## src/rtl/int_entry_unit.sv

```systemverilog
// Interrupt entry/return sequencer: takes queued requests at instruction boundaries,
// saves the PC, redirects fetch to the vector and owns the user/system privilege bit.
module int_entry_unit #(
    parameter int ACK_TIMEOUT = 15
) (
    input  logic        clk,
    input  logic        rst_n,
    input  logic        do_int,
    input  logic [15:0] int_addr,
    output logic        int_ack,
    output logic        priv_lv,
    input  logic        instr_boundary,
    input  logic [15:0] cur_pc,
    input  logic        rti,
    input  logic        syscall,
    output logic        swi,
    output logic [15:0] epc,
    output logic        pc_load,
    output logic [15:0] pc_load_addr,
    output logic        stall,
    output logic        ack_err
);

    localparam int CNT_W = (ACK_TIMEOUT < 2) ? 1 : $clog2(ACK_TIMEOUT);

    typedef enum logic [1:0] {
        IDLE = 2'd0,
        SAVE = 2'd1,
        ACK  = 2'd2,
        RET  = 2'd3
    } state_t;

    state_t             state;
    state_t             state_nxt;
    logic [15:0]        vec;
    logic [CNT_W-1:0]   ack_cnt;
    logic               take_int;
    logic               take_rti;
    logic               ack_expire;

    assign take_int   = priv_lv && do_int && instr_boundary;
    assign take_rti   = !priv_lv && rti;
    assign ack_expire = do_int && (ack_cnt == CNT_W'(ACK_TIMEOUT - 1));

    always_ff @(posedge clk or negedge rst_n) begin
        if (!rst_n) begin
            state <= IDLE;
        end else begin
            state <= state_nxt;
        end
    end

    always_comb begin
        state_nxt = state;
        case (state)
            IDLE: begin
                if (take_int) begin
                    state_nxt = SAVE;
                end else if (take_rti) begin
                    state_nxt = RET;
                end
            end
            SAVE: state_nxt = ACK;
            ACK: begin
                if (!do_int || ack_expire) begin
                    state_nxt = IDLE;
                end
            end
            RET:  state_nxt = IDLE;
            default: state_nxt = IDLE;
        endcase
    end

    always_comb begin
        stall        = 1'b0;
        pc_load      = 1'b0;
        pc_load_addr = 16'h0000;
        int_ack      = 1'b0;
        case (state)
            SAVE: begin
                stall        = 1'b1;
                pc_load      = 1'b1;
                pc_load_addr = vec;
            end
            ACK: begin
                stall   = 1'b1;
                int_ack = 1'b1;
            end
            RET: begin
                stall        = 1'b1;
                pc_load      = 1'b1;
                pc_load_addr = epc;
            end
            default: ;
        endcase
    end

    // Privilege drops when leaving SAVE and rises on the edge that enters RET
    always_ff @(posedge clk or negedge rst_n) begin
        if (!rst_n) begin
            priv_lv <= 1'b0;
            epc     <= 16'h0000;
            vec     <= 16'h0000;
            ack_cnt <= '0;
            ack_err <= 1'b0;
        end else begin
            case (state)
                IDLE: begin
                    if (take_int) begin
                        epc <= cur_pc;
                        vec <= int_addr;
                    end else if (take_rti) begin
                        priv_lv <= 1'b1;
                    end
                end
                SAVE: begin
                    priv_lv <= 1'b0;
                    ack_cnt <= '0;
                end
                ACK: begin
                    ack_cnt <= ack_cnt + 1'b1;
                    if (ack_expire) begin
                        ack_err <= 1'b1;
                    end
                end
                default: ;
            endcase
        end
    end

    // Software-interrupt pulse is decoupled from the entry sequence
    always_ff @(posedge clk or negedge rst_n) begin
        if (!rst_n) begin
            swi <= 1'b0;
        end else begin
            swi <= syscall && priv_lv;
        end
    end

endmodule

```

## config.mk

```make
export PLATFORM = sky130hd
export DESIGN_NAME = int_entry_unit
export DESIGN_NICKNAME = d
export VERILOG_FILES = /design/src/rtl/int_entry_unit.sv
export SDC_FILE = /design/constraint.sdc
export NUM_CORES = 1
export LEC_CHECK = 0
export CORE_ASPECT_RATIO = 0.8
export CORE_MARGIN = 2
export CORE_UTILIZATION = 33
export DETAILED_ROUTE_END_ITERATION = 16
export SLEW_MARGIN = 25
export SYNTH_ARGS = -nofsm -noshare
export SYNTH_HDL_FRONTEND = slang
export SYNTH_SLANG_ARGS = --single-unit
```

## constraint.sdc

```tcl
create_clock -name clk -period 1.7 [get_ports clk]
set_input_delay 0.17 -clock clk [delete_from_list [all_inputs] [get_ports clk]]
set_output_delay 0.17 -clock clk [all_outputs]
set_load 0.05 [all_outputs]
```

==> out/metrics.csv <==
metric,value,unit
CP endpoint kind,output pin,
Yosys warning total,0,
startpoint types,flip-flop,
R2R Path End,epc[1],
Area Overhead vs Synth,62.1,%
reg-to-reg setup timing slack,0.04,ns
top post-synthesis cells by area,"dfrtp_1 52%, mux2_4 23%, a22o_1 7.0%, ha_1 4.4%, mux2i_1 2.0%",
"flops & latches, synth",41,
Cell variety after synth,24,
Port Buf Inserts,75,
drt first pass iters,4,
clk_lat worst skew,0.29,ns
# nets final,265,
Syn Area/Cell,14.6,µm²
cts bufs inserted,5,
placed cell count,290,
headroom to the max-slew limit,0.648,
Worst Slack Setup Final,0.0272,ns
first-pass GRT wire length,7420,µm
crit path max fanout,9,
# setup viols final,0,
worst reg2reg path startpoint,state[0],
"area leader, netlist",dfrtp_1,
vias in the first global route,1444,
"Seq/Total Area, Yosys",0.515,
Placeable Area,0.00588,mm²
top post-synthesis cells by count,"41 x dfrtp_1, 30 x mux2_4, 16 x a22o_1, 7 x ha_1, 6 x inv_1",
synthesized area,0.00199,mm²
H-tree Lvls,2,
Root Driver,clkbuf_8,
P per Cell Area,2280,mW/mm²
Tot GR Track Use,0.146,
worst reg2reg path depth,5,
DR iter-0 viols,43,
Lkg Pwr,1.55,nW
CTS sink cnt,41,
area share of the largest cell type after synthesis,0.515,
Fin Clk Skew,0.0120,ns
Chip Height,73.5,µm
largest net degree at the start of global routing,33,
Gate Count Post-Synth,136,
status,"finished, final reports clean",
Max VDD drop,0.967,mV
# rows,25,
Critical Path AT,1.50,ns
Worst EP required,1.53,ns
pin slew with the least headroom to its limit,0.529,ns
fin crit period,1.67,ns
total power draw,7.35,mW
dpl cell area,0.00302,mm²
Congestion Overflow GR,0,
max-slew violation count,0,
worst min path class,in -> async,
HPWL Detailed,3330,µm
initial antenna violation count,0,
RePlAce Congestion,0.802,
clock transition at the registers of the reported paths,0.09,ns
Ant. Diodes,0,
Starting Density,0.339,
"Top FF cell, synth",dfrtp_1,
async set-reset flop share out of synthesis,1.00,
unrepaired setup endpoints after global routing,true,
I/O pin count,76,
max_cap viols,0,
Hold Fails Final Rpt,0,
CTS tree,done,
most frequent cell after synthesis,dfrtp_1,
"Net Count, Synth",181,
DR vias,1413,
Vias per Instance,4.68,
clk buf depth,2,
total die area,0.00668,mm²
Antenna Nets Post-Route,0,
total wire length,4900,µm
Peak Freq,598,MHz
Die Width,90.9,µm
critical path class,reg -> out,
layout cells sized above 1,0.394,
drt wl/cell,16.2,µm
number of flops mapped to enable cells by yosys,0,
setup tns final,0,ns
Layout Cells excl Fill,302,
fin area,0.00323,mm²
# DRC,0,
Final period util,0.984,
pre-CTS setup slack,0.0556,ns
metrics by stage:
step,hold WS (ns),util
4_1_cts,0.378,0.538
6_report,0.392,0.549
3_5_place_dp,0.170,0.513
2_1_floorplan,-0.126,-
5_1_grt,0.433,0.549
3_3_place_gp,0.171,0.513
flip-flops by register name, summed over array words and instances (netlist names):
| name | cells |
|---|---|
| state | 2 |
| priv_lv | 1 |
| swi | 1 |
| ack_err | 1 |
| epc | 16 |
| vec | 16 |
| ack_cnt | 4 |
cell type report:
cell class / instances / area (µm²)
clock buffer: 7 / 96.3
clock inverter: 1 / 8.76
fill: 520 / 2650
inverter: 6 / 22.5
multi-input combinational: 82 / 936
sequential: 41 / 1030
tap: 81 / 101
timing repair buffer: 84 / 1040
cell usage in the layout (no fill, tap or decap), types with 3 or more instances in the layout:
cell type,instances
a22o_1,11
a22o_2,4
buf_12,20
buf_4,10
buf_6,3
clkbuf_8,7
clkdlybuf4s50_1,45
dfrtp_1,40
dlymetal6s2s_1,3
ha_1,4
inv_1,5
mux2_4,30
mux2i_1,4
nand3_1,5
o21ai_0,4
how the worst max path moves through the flow:
stage	start	end	slack (ns)	depth (start not counted)
after floorplan	state[1]	pc_load_addr[10]	-0.002	5
after global placement	state[0]	epc[12]	0.13	5
after detailed placement	state[1]	pc_load_addr[8]	0.06	3
after CTS	state[0]	pc_load_addr[11]	0.01	4
after global routing	state[0]	epc[6]	-0.03	5
final	state[0]	pc_load_addr[9]	0.03	4
what timing repair did:
action,CTS,global route
setup endpoints to repair,17,50
endpoints found under the hold margin,21,0
resized for setup,7,7
hold buffers,1,0
pin swaps,1,0
buffers inserted,1,0
gates cloned,0,2
worst max-delay path: stages (launching register included):
cell and delay, ns:
dfrtp_2 0.46, ha_4 0.18, buf_6 0.14, a22o_2 0.29
buf_12 0.15
routing by layer:
metal / vias up / track usage / part of all wire
met5: - / 0 / 0
met4: 0 / 0.0589 / 0.010
met3: 2 / 0.0410 / 0.071
met2: 60 / 0.203 / 0.41
met1: 688 / 0.214 / 0.51
li1: 663 / - / -
where the power goes:
| part | internal [mW] | leakage [nW] | switching [mW] |
|---|---|---|---|
| sequential | 1.42 | 0.500 | 0.365 |
| combinational | 2.29 | 0.992 | 2.55 |
| clock | 0.375 | 0.0549 | 0.344 |
kinds of logic after synthesis:
family          count (synthesis)  share of synthesized area
mux                            36                      0.258
buf+inv                        13                     0.0371
compound gates                 25                      0.101
fa+ha+maj                       7                     0.0440
simple gates                   14                     0.0459
flops                          41                      0.515
Power figures use the tool's default switching activity.
